<file path="config.mk">
export PLATFORM = sky130hd
export DESIGN_NAME = noc_ni_inject
export DESIGN_NICKNAME = d
export VERILOG_FILES = /design/src/rtl/noc_ni_inject.sv
export SDC_FILE = /design/constraint.sdc
export NUM_CORES = 1
export LEC_CHECK = 0
export ABC_CLOCK_PERIOD_IN_PS = 6010
export BUFFER_PORTS_ARGS = -buffer_cell sky130_fd_sc_hd__buf_2
export CAP_MARGIN = 10
export CORE_AREA = 10 10 170 172
export DETAILED_ROUTE_END_ITERATION = 16
export DIE_AREA = 0 0 180 182
export MAX_ROUTING_LAYER = met4
export PLACE_DENSITY = 0.72
export SYNTH_ARGS = -nofsm -noshare
export SYNTH_HDL_FRONTEND = slang
export SYNTH_SLANG_ARGS = --single-unit
</file>
<file path="constraint.sdc">
create_clock -name clk -period 6.01 [get_ports clk]
set_input_delay 0.9015 -clock clk [delete_from_list [all_inputs] [get_ports clk]]
set_output_delay 0.9015 -clock clk [all_outputs]
set_load 0.005 [all_outputs]
</file>
<file path="src/rtl/noc_ni_inject.sv">
// Local-port injection stage: per-VC flit FIFOs, round-robin VC arbitration toward the
// router input port, and per-VC outstanding (un-acked) flit accounting.
module noc_ni_inject #(
  parameter int unsigned FLIT_W  = 35,
  parameter int unsigned DEPTH   = 4,
  parameter int unsigned MAX_OUT = 4
) (
  input  logic              clk,
  input  logic              RST_,
  input  logic [FLIT_W-1:0] CDATA,
  input  logic              CVALID,
  input  logic              CVCH,
  output logic              CRDY,
  output logic [FLIT_W-1:0] ODATA,
  output logic              OVALID,
  output logic              OVCH,
  input  logic [1:0]        IRDY,
  input  logic [1:0]        IACK,
  input  logic [1:0]        ILCK,
  output logic [7:0]        OUTST,
  output logic              ERR
);

  localparam int unsigned AW = $clog2(DEPTH);
  localparam int unsigned CW = 4;
  localparam int unsigned HB = FLIT_W - 2;

  logic [1:0]        full;
  logic [1:0]        empty;
  logic [1:0]        elig;
  logic [1:0]        send;
  logic [1:0]        err_hit;
  logic [FLIT_W-1:0] front [2];
  logic              push;
  logic              gnt_valid;
  logic              gnt_vc;
  logic              rr_ptr;

  assign CRDY = RST_ && !full[CVCH];
  assign push = CVALID && CRDY;

  for (genvar v = 0; v < 2; v++) begin : g_vc
    logic [FLIT_W-1:0] mem [DEPTH];
    logic [AW:0]       wr_ptr;
    logic [AW:0]       rd_ptr;
    logic [CW-1:0]     cnt;
    logic              wr_en;

    assign wr_en = push && (CVCH == 1'(v));

    // Storage carries no reset; validity is defined purely by the pointers.
    always_ff @(posedge clk) begin
      if (wr_en) mem[wr_ptr[AW-1:0]] <= CDATA;
    end

    always_ff @(posedge clk or negedge RST_) begin
      if (!RST_) begin
        wr_ptr <= '0;
        rd_ptr <= '0;
        cnt    <= '0;
      end else begin
        if (wr_en)   wr_ptr <= wr_ptr + (AW+1)'(1);
        if (send[v]) rd_ptr <= rd_ptr + (AW+1)'(1);
        if (send[v] && !IACK[v])
          cnt <= cnt + CW'(1);
        else if (!send[v] && IACK[v] && (cnt != '0))
          cnt <= cnt - CW'(1);
      end
    end

    assign empty[v]   = (wr_ptr == rd_ptr);
    assign full[v]    = (wr_ptr[AW] != rd_ptr[AW]) && (wr_ptr[AW-1:0] == rd_ptr[AW-1:0]);
    assign front[v]   = mem[rd_ptr[AW-1:0]];
    // Lock only blocks a new packet start; body/tail of an open packet always proceed.
    assign elig[v]    = !empty[v] && IRDY[v] && (cnt < CW'(MAX_OUT)) &&
                        !(front[v][HB] && ILCK[v]);
    assign err_hit[v] = IACK[v] && (cnt == '0);
    assign OUTST[v*CW +: CW] = cnt;
  end

  // Round-robin only matters when both VCs compete; a lone requester always wins.
  always_comb begin
    gnt_valid = |elig;
    gnt_vc    = elig[1];
    if (&elig) gnt_vc = rr_ptr;
  end

  assign send[0] = gnt_valid && !gnt_vc;
  assign send[1] = gnt_valid && gnt_vc;

  always_ff @(posedge clk or negedge RST_) begin
    if (!RST_) begin
      rr_ptr <= 1'b0;
      ODATA  <= '0;
      OVALID <= 1'b0;
      OVCH   <= 1'b0;
      ERR    <= 1'b0;
    end else begin
      OVALID <= gnt_valid;
      if (gnt_valid) begin
        ODATA  <= front[gnt_vc];
        OVCH   <= gnt_vc;
        rr_ptr <= !gnt_vc;
      end
      if (|err_hit) ERR <= 1'b1;
    end
  end

endmodule

</file>
==> flow_summary.yaml, run 1 <==
run_status:
  status: "complete, no violations"
clock_tree:
  postCtsSetupBuffers: 0
  cts_made_buffers: 34
  ctsResizeCount: 0
  cts_root_buffer: "clkbuf_16"
  h-tree-depth: 2
  cts_sinks: 339
  cts_hold_buffers: 0
  clock_path_buffers: 3
  clk_pin_slew_worst_paths_ps: 60
  cts_tree: "built"
  clock_latency_ps: 510
setup_path:
  path_max_fanout: 39
  required_ps: 6370
  start_kind: "flop"
  critPathArrivalTime_ps: 4330
  path_class: "reg2reg"
  cp-end-kind: "flop"
timing:
  min_period_over_period_pct: 66.00
  slew_viol_final: 0
  clock.fmax_ghz: 0.2521
  worst_slew_pin_slew_ps: 1187
  relSlewSlack_pct: 20.86
  tns_ps: 0
  setup_viol: 0
  fin_ws_ps: 2043
  post-route-min-period_ps: 3967
  rsz0062_at_grt: "no"
  hold_violations: 0
  fin_skew_ps: 19.20
floorplanning:
  dieHeight_um: 182
  die-area_um2: 32760
  num_io_pins: 92
  initial_core_util_pct: 53.71
  die_x_um: 180
  coreArea_um2: 25620
  rows: 59
global_route:
  grt_pass1_vias: 7571
  antenna_found_initial: 1
  grt.overflow.total: 0
  grtUsageTotal_pct: 17.57
  grt_max_degree: 79
  grt_pass1_wl_um: 44020
place:
  dp_hpwl_um: 16240
  gp_congestion: 0.8562
  preCtsSetupSlack_ps: 2176
  dp_cells: 1131
  io_buffers: 91
yosys:
  synth-xor-area-share_pct: 1.146
  synthAdderAreaFrac_pct: 1.564
  synthSimpleGateAreaFrac_pct: 4.911
  yosysWarnings: 0
  synth_cell_types: 47
  yosys_register_bits: 339
  yosysSeqAreaShare_pct: 71.84
  synthMuxAreaShare_pct: 14.22
  synth_top_family_by_area: "multiplexers"
  synthArstFlopShare_pct: 17.40
  ys.flop_type: "edfxtp_1"
  avgSynthCellArea_um2: 18.54
  syn-num-nets: 803
  synth-compound-area-share_pct: 4.256
  mappedNetlistArea_um2: 13760
  synthCells: 742
  synth_edf_count: 280
power_and_ir_drop:
  totalPowerFinal_mw: 7.505
  leakagePower_nw: 5.340
  p_per_area_nw_per_um2: 481.5
  peakVddDrop_mv: 0.2627
drt:
  drt_iter0_drc: 590
  met1Wirelength_um: 12000
  wl_met2_um: 13660
  topRoutingLayerUsed: "met4"
  wire_per_inst_um: 23.73
  detail_route.first_pass.iterations: 5
  wl_met3_um: 1994
  drcViolationCount: 0
  via_count: 7195
  ant_nets: 0
  via_per_inst: 6.031
  routed_wirelength_um: 28310
cells_and_area:
  layout_common_cells: "edfxtp_1, buf_2, mux4_2"
  fin_cells: 1193
  num-nets-final: 893
  syn_to_final_growth_pct: 13.30
  layout_commonest_cell: "edfxtp_1"
  drive_gt1_share_pct: 29.29
min_path:
  hold_class: "reg2reg"
run:
  cap_viol_max_count: 0
==> final timing paths <==
check,start,to,slack (ps),depth (start not counted)
worst min-delay path,OVCH,OVCH,510,2
max in group asynchronous,RST_,g_vc[1].rd_ptr[1],4720,2
worst max-delay path,g_vc[0].rd_ptr[1],g_vc[1].cnt[3],2040,10
min in group asynchronous,RST_,ODATA[22],670,2
worst max register to register,g_vc[0].rd_ptr[1],g_vc[1].cnt[3],2040,10
worst min register to register,OVCH,OVCH,510,2
==> worst max-delay path, cell delays in order, from the launching register on <==
cell	delay, ps
dfrtp_2	1120
mux2i_1	330
o32ai_1	170
nor4_1	930
or3_1	320
ha_1	270
a21o_1	180
a21oi_1	240
nand2_1	100
nand2_1	70
o211ai_1	90
==> cells in the mapped netlist (3+ instances only) <==
| cell | instances | share of area [%] |
|---|---|---|
| xor2_1 | 9 | 0.57 |
| o211ai_1 | 3 | 0.16 |
| mux2i_1 | 38 | 2.8 |
| dfrtp_1 | 59 | 11 |
| or3_1 | 3 | 0.14 |
| nor4_1 | 4 | 0.18 |
| mux4_2 | 68 | 11 |
| and2_1 | 9 | 0.41 |
| o22ai_1 | 4 | 0.18 |
| a21oi_1 | 3 | 0.11 |
| xnor2_1 | 9 | 0.57 |
| a221oi_1 | 27 | 1.7 |
| nor3_1 | 39 | 1.4 |
| inv_1 | 11 | 0.30 |
| nand2b_1 | 4 | 0.18 |
| clkbuf_1 | 18 | 0.49 |
| edfxtp_1 | 280 | 61 |
| buf_4 | 5 | 0.27 |
| buf_6 | 5 | 0.41 |
| mux2_2 | 4 | 0.33 |
| buf_2 | 16 | 0.58 |
| nand2_1 | 20 | 0.55 |
| nor2_1 | 46 | 1.3 |
| a221oi_2 | 8 | 0.87 |
| o21ai_0 | 3 | 0.11 |
| nor2b_1 | 4 | 0.18 |
| a211o_1 | 4 | 0.25 |
| ha_1 | 14 | 1.3 |
==> layout make-up <==
cell class / count / area (um2)
Fill cell: 1808 / 10030
Sequential cell: 339 / 9891
Multi-Input combinational cell: 348 / 3610
Clock buffer: 52 / 1020
Timing Repair Buffer: 98 / 508.0
Tap cell: 335 / 419.2
Clock inverter: 9 / 96.34
Inverter: 11 / 41.29
Antenna cell: 1 / 2.502
==> report_power, final <==
group | total (mW) | switching, mW | internal, mW
clock network | 2.09 | 0.833 | 1.26
registers | 3.34 | 0.449 | 2.89
logic | 2.08 | 1.04 | 1.04
total | 7.50 | 2.32 | 5.19
==> flip-flops by register name, indices dropped and copies added, names as in the netlist <==
| signal | flops |
|---|---|
| OVCH | 1 |
| g_vc.rd_ptr | 6 |
| ERR | 1 |
| g_vc.cnt | 8 |
| g_vc.wr_ptr | 6 |
| g_vc.mem | 280 |
| OVALID | 1 |
| ODATA | 35 |
| rr_ptr | 1 |
==> through the flow <==
| step | hold WS (ps) | util [%] | area [um2] |
|---|---|---|---|
| after floorplan | 472.3 | - | 13760 |
| after global placement | 469.8 | 56.48 | 14470 |
| after detailed placement | 500.4 | 56.48 | 14470 |
| after CTS | 514.9 | 60.84 | 15580 |
| after global routing | 543.0 | 60.85 | 15590 |
| final | 514.7 | 60.85 | 15590 |
==> cells by family after synthesis <==
group,Yosys count
flip-flops,339
AND/OR/NAND/NOR,139
multiplexers,110
AO/OA/AOI/OAI,65
buffers and inverters,55
XOR/XNOR,18
adder cells (fa/ha/maj),16
==> per-layer routing <==
| metal | vias up | GRT usage, % |
|---|---|---|
| li1 | 3162 | - |
| met1 | 3713 | 22.73 |
| met2 | 272 | 27.57 |
| met3 | 48 | 3.598 |
| met4 | 0 | 5.624 |
| met5 | - | - |
Power figures use the tool's default switching activity.
==> inputs of run 2 (changes only) <==
- ABC_AREA: not set -> 1
- ABC_CLOCK_PERIOD_IN_PS: 6010 -> 3900
- CORE_AREA: 10 10 170 172 -> 10 10 169 171
- DIE_AREA: 0 0 180 182 -> 0 0 179 181
- PLACE_DENSITY: 0.72 -> 0.73
- clock period: 6.01 -> 3.9 ns (I/O delays scaled with it)
==> run 2 against run 1 <==
Net effect:
- critical path type unchanged
- first-iteration DRC count is 7.6% higher
- utilization is 1.6 points higher
- combinational power is 68% higher
==> flow_summary.yaml, run 2 <==
run_status:
  status: "complete, no violations"
timing:
  relSlewSlack_pct: 41.59
  worst_slew_pin_slew_ps: 876.2
  clock.fmax_ghz: 0.3025
  min_period_over_period_pct: 84.77
  hold_slack_ps: 323.9
  hold_violations: 0
  post-route-min-period_ps: 3306
  rsz0062_at_grt: "no"
  slew_viol_final: 0
  fin_skew_ps: 11.38
  setup_viol: 0
  tns_ps: 0
setup_path:
  startpoint: "g_vc[0].rd_ptr[0]"
  r2r_setup_slack_ps: 590
  cp_num_buf_inv: 3
  cp-end-kind: "flop"
  path_class: "reg2reg"
  cp_slowest_cell: "dfrtp_2"
  max_stage_delay_ps: 580
  crit_chain: "inv_2, nand2_1, nand3_1, nand3_1, nand4_1, nand2_4, nor2_1, inv_1, ha_1, nand2_1, nand2_1, a31oi_1, nand4_1, nand2_1, nand2_1, nand2_1, inv_1"
  cp_top_family: "simple AND/OR/NAND/NOR gates"
  critPathArrivalTime_ps: 3710
  r2r-start: "g_vc[0].rd_ptr[0]"
  start_kind: "flop"
  required_ps: 4300
  path_max_fanout: 33
  critPathMostFrequentCell: "nand2_1"
yosys:
  avgSynthCellArea_um2: 12.79
  mappedNetlistArea_um2: 13630
  yosysSeqAreaShare_pct: 72.50
  synth_edf_count: 280
  synth_cell_types: 37
  ys.flop_type: "edfxtp_1"
  synth_top_cell_by_area: "edfxtp_1"
  ys_top_cells_by_count: "edfxtp_1, nor2_1, o21ai_0"
  synthTopCellsByArea: "edfxtp_1, dfrtp_1, o21ai_0, nor2_1, nand2_1"
  netlist.area_leader.share_pct: 61.67
  yosysMostFrequentCell: "edfxtp_1"
  yosysWarnings: 0
  yosys_register_bits: 339
  synthArstFlopShare_pct: 17.40
  synthCells: 1066
  syn-num-nets: 1127
drt:
  ant_nets: 0
  wire_per_inst_um: 20.53
  detail_route.first_pass.iterations: 5
  via_count: 8771
  via_per_inst: 5.786
  routed_wirelength_um: 31130
  drcViolationCount: 0
  drt_iter0_drc: 635
clock_tree:
  cts_sinks: 339
  h-tree-depth: 2
  clk_pin_slew_worst_paths_ps: 60
  clock_path_buffers: 3
  cts_made_buffers: 36
  cts_tree: "built"
  ctsResizeCount: 0
  postCtsSetupBuffers: 0
  clock_latency_ps: 510
  cts_hold_buffers: 0
  cts_root_buffer: "clkbuf_16"
floorplanning:
  num_io_pins: 92
  die-area_um2: 32400
  dieHeight_um: 181
  coreArea_um2: 25040
  initial_core_util_pct: 54.45
  rows: 58
  die_x_um: 179
global_route:
  grt_max_degree: 70
  antenna_found_initial: 2
  grt_pass1_vias: 8810
  grt.overflow.total: 0
  grt_pass1_wl_um: 48850
  grtUsageTotal_pct: 19.71
cells_and_area:
  layout_commonest_cell: "edfxtp_1"
  largest_register_ffs: 280
  num-nets-final: 1218
  fin_cells: 1516
  syn_to_final_growth_pct: 14.68
  n_fill_cell: 1883
  drive_gt1_share_pct: 16.65
  layout_common_cells: "edfxtp_1, nor2_1, o21ai_0"
power_and_ir_drop:
  peakVddDrop_mv: 0.4910
  p_per_area_nw_per_um2: 727.7
  leakagePower_nw: 5.757
  totalPowerFinal_mw: 11.38
place:
  io_buffers: 91
  gp_congestion: 0.8151
  dp_hpwl_um: 18400
  dp_cells: 1449
run:
  cap_viol_max_count: 0
min_path:
  hold_class: "in2async"
==> run 2: changes by cell type after synthesis, moves of 38 or more <==
cell / previous run / this run
nand2_1: 20 / 95
nor2_1: 46 / 185
o21ai_0: 3 / 143
nand3_1: 0 / 65
o211ai_1: 3 / 43
mux4_2: 68 / 0
mux2i_1: 38 / 0
==> run 2: stage by stage <==
step           area (um2)  util, %  setup slack [ps]
4_1_cts             15630    62.42             604.3
3_5_place_dp        14540    58.06             615.0
5_1_grt             15630    62.44             222.7
3_3_place_gp        14540    58.06             773.8
6_report            15640    62.45             593.8
2_1_floorplan       13630        -             764.5
==> run 2: worst register-to-register path: stages, from the launching register on <==
cell	delay [ps]
dfrtp_2	580
inv_2	430
nand2_1	120
nand3_1	110
nand3_1	120
nand4_1	150
nand2_4	290
nor2_1	250
inv_1	150
ha_1	340
nand2_1	70
nand2_1	50
a31oi_1	180
nand4_1	140
nand2_1	90
nand2_1	50
nand2_1	60
inv_1	40
==> run 2: final timing paths <==
check	to	cells after the start
hold / removal	ODATA[0]	2
max in group asynchronous	g_vc[1].rd_ptr[0]	2
setup reg to reg	g_vc[1].cnt[3]	17
hold reg to reg	OVCH	2
min in group clk	ERR	2
setup / recovery	g_vc[1].cnt[3]	17
==> run 2: final cells by class <==
class | count | area, um2 | share of cell area, %
flip-flops and latches | 339 | 9887 | 63.24
multi-input cells | 627 | 3371 | 21.56
clock buffers | 52 | 1012 | 6.474
repair buffers | 114 | 715.7 | 4.577
well taps | 330 | 412.9 | 2.641
inverters | 39 | 148.9 | 0.9523
clock inverters | 12 | 80.08 | 0.5122
diodes | 3 | 7.507 | 0.04802
==> run 2: report_power, final <==
part	switching [mW]	internal, mW	total [mW]	leakage (nW)
sequential	0.295	4.41	4.70	3.24
combinational	2.32	1.17	3.49	1.98
clock	1.31	1.87	3.18	0.533
total	3.93	7.45	11.4	5.76
==> run 2: cells by family (layout without fill, tap and decap cells) <==
| group | count (synthesis) | count (layout) | share of synthesized area, % |
|---|---|---|---|
| xor+xnor | 11 | 11 | 0.7618 |
| compound gates | 238 | 238 | 10.79 |
| buf+inv | 100 | 217 | 3.212 |
| simple gates | 362 | 362 | 11.15 |
| fa+ha+maj | 16 | 16 | 1.579 |
| flops | 339 | 339 | 72.50 |
| other cells | 0 | 3 | 0 |
==> run 2: per-layer routing <==
metal | vias to the layer above | share of wire (%) | track usage (%)
met4 | 0 | 2.0 | 5.425
met3 | 53 | 6.9 | 3.565
met5 | - | 0 | -
met1 | 4345 | 43 | 25.87
met2 | 312 | 48 | 31.01
li1 | 4061 | - | -
==> inputs of run 3 (changes only) <==
- ABC_CLOCK_PERIOD_IN_PS: 3900 -> 3400
- clock period: 3.9 -> 3.4 ns (I/O delays scaled with it)
==> run 3 against run 2 <==
Net effect:
- clock power rose by 14%
- total power rose by 15%
- maximum frequency rose by 22%
- die area did not move
- critical path depth did not move
- combinational power rose by 18%
- final cell count rose by 0.13%
- worst hold slack got worse by 72 ps
- sequential power rose by 14%
- sequential cell count did not move
- largest cell class unchanged
==> flow_summary.yaml, run 3 (synthesis gave the netlist of run 2 again) <==
run_status:
  status: "complete, no violations"
place:
  io_buffers: 91
  preCtsSetupSlack_ps: 674.0
  gp_congestion: 0.8436
  dp_hpwl_um: 18470
  dpl_cell_area_um2: 14550
power_and_ir_drop:
  leakagePower_nw: 5.803
  p_per_area_nw_per_um2: 836.7
  peakVddDrop_mv: 0.5301
drt:
  routed_wirelength_um: 31630
  drt_iter0_drc: 783
  ant_nets: 0
  detail_route.first_pass.iterations: 5
  via_count: 8780
  wire_per_inst_um: 20.84
  drcViolationCount: 0
  via_per_inst: 5.784
clock_tree:
  clock_latency_ps: 500
  cts_hold_buffers: 0
  clock_path_buffers: 3
  postCtsSetupBuffers: 0
  cts_made_buffers: 35
  clk_pin_slew_worst_paths_ps: 60
  ctsResizeCount: 0
  cts_sinks: 339
  h-tree-depth: 2
  cts_root_buffer: "clkbuf_16"
  cts_tree: "built"
setup_path:
  cp_top_family: "simple AND/OR/NAND/NOR gates"
  r2r_setup_slack_ps: 700
  start_kind: "flop"
  cp_slowest_cell: "dfrtp_1"
  critPathMostFrequentCell: "nand2_1"
  required_ps: 3800
  r2r-end: "g_vc[0].cnt[3]"
  path_class: "reg2reg"
  path_max_fanout: 16
  crit_chain: "inv_2, nand2_1, nand2_1, nand3_2, nand2_1, nor2_4, a21oi_2, nand2_1, ha_1, nand2_1, nand2_1, a31oi_1, inv_1, nand4_1, nand3_1, nand2_1, inv_1"
  r2r_cells: 17
  cp-end-kind: "flop"
  critPathArrivalTime_ps: 3100
  cp_num_buf_inv: 3
  max_stage_delay_ps: 470
  r2r-start: "g_vc[1].rd_ptr[1]"
floorplanning:
  die-area_um2: 32400
  num_io_pins: 92
  rows: 58
  dieHeight_um: 181
  initial_core_util_pct: 54.45
  coreArea_um2: 25040
  die_x_um: 179
timing:
  slew_viol_final: 0
  clock.fmax_ghz: 0.3701
  post-route-min-period_ps: 2702
  tns_ps: 0
  worst_slew_pin_slew_ps: 867.6
  setup_viol: 0
  hold_violations: 0
  relSlewSlack_pct: 42.16
  min_period_over_period_pct: 79.47
  fin_skew_ps: 14.77
  rsz0062_at_grt: "no"
  fin_ws_ps: 697.9
cells_and_area:
  drive_gt1_share_pct: 17.94
  num-nets-final: 1222
  largest_register_ffs: 280
  layout_commonest_cell: "edfxtp_1"
  layout_common_cells: "edfxtp_1, nor2_1, o21ai_0"
  fin_area_um2: 15650
  n_fill_cell: 1874
  syn_to_final_growth_pct: 14.81
min_path:
  hold_class: "in2async"
global_route:
  grt.overflow.total: 0
  grt_pass1_wl_um: 49440
  grt_max_degree: 70
  grtUsageTotal_pct: 20.05
  antenna_found_initial: 1
  grt_pass1_vias: 8779
run:
  cap_viol_max_count: 0
run 3: cell count changes in the layout (fill, tap and decap cells not counted), sizes merged:
cell,before,now
inv,40,39
diode,3,1
buf,114,119
clkinvlp,0,1
bufinv,1,0
clkbuf,52,50
clkinv,10,12
run 3: cell type report:
cell class,instances,area (um2),share of cell area (%)
multi-input cells,627,3371,21.53
well taps,330,412.9,2.638
diodes,1,2.502,0.01599
repair buffers,119,728.2,4.652
clock buffers,50,1035,6.611
inverters,39,148.9,0.9512
clock inverters,13,67.56,0.4317
flip-flops and latches,339,9887,63.17
run 3: power by group:
part	leakage, nW	total [mW]	internal [mW]	switching (mW)
clock network	0.554	3.62	2.12	1.50
registers	3.24	5.36	5.06	0.301
logic	2.01	4.12	1.36	2.75
total	5.80	13.1	8.54	4.55
run 3: per-stage QoR:
stage,hold WS [ps],power (mW),util (%),cells
floorplan,214.4,8.142,-,1066
global placement,462.6,9.419,58.11,1454
detailed placement,477.9,9.549,58.11,1454
CTS,259.0,13.18,62.51,1517
global route,268.3,13.90,62.52,1518
finish,251.6,13.10,62.52,1518
run 3: routing by layer:
layer | wire, um | GRT usage (%) | up-vias
met5 | 0 | - | -
met4 | 435 | 5.194 | 0
met3 | 2494 | 3.920 | 45
met2 | 15200 | 31.11 | 367
met1 | 13500 | 26.65 | 4310
li1 | - | - | 4058
run 3: how the worst max path moves through the flow:
stage	slack [ps]	from	to	depth (start not counted)
3_3_place_gp	770	IRDY[1]	g_vc[1].cnt[3]	17
2_1_floorplan	260	g_vc[1].rd_ptr[0]	g_vc[0].mem[3][0]	7
6_report	700	g_vc[1].rd_ptr[1]	g_vc[0].cnt[3]	17
4_1_cts	690	g_vc[1].rd_ptr[1]	g_vc[0].cnt[3]	17
5_1_grt	390	g_vc[1].rd_ptr[1]	g_vc[1].cnt[3]	18
3_5_place_dp	670	IRDY[1]	g_vc[1].cnt[3]	17
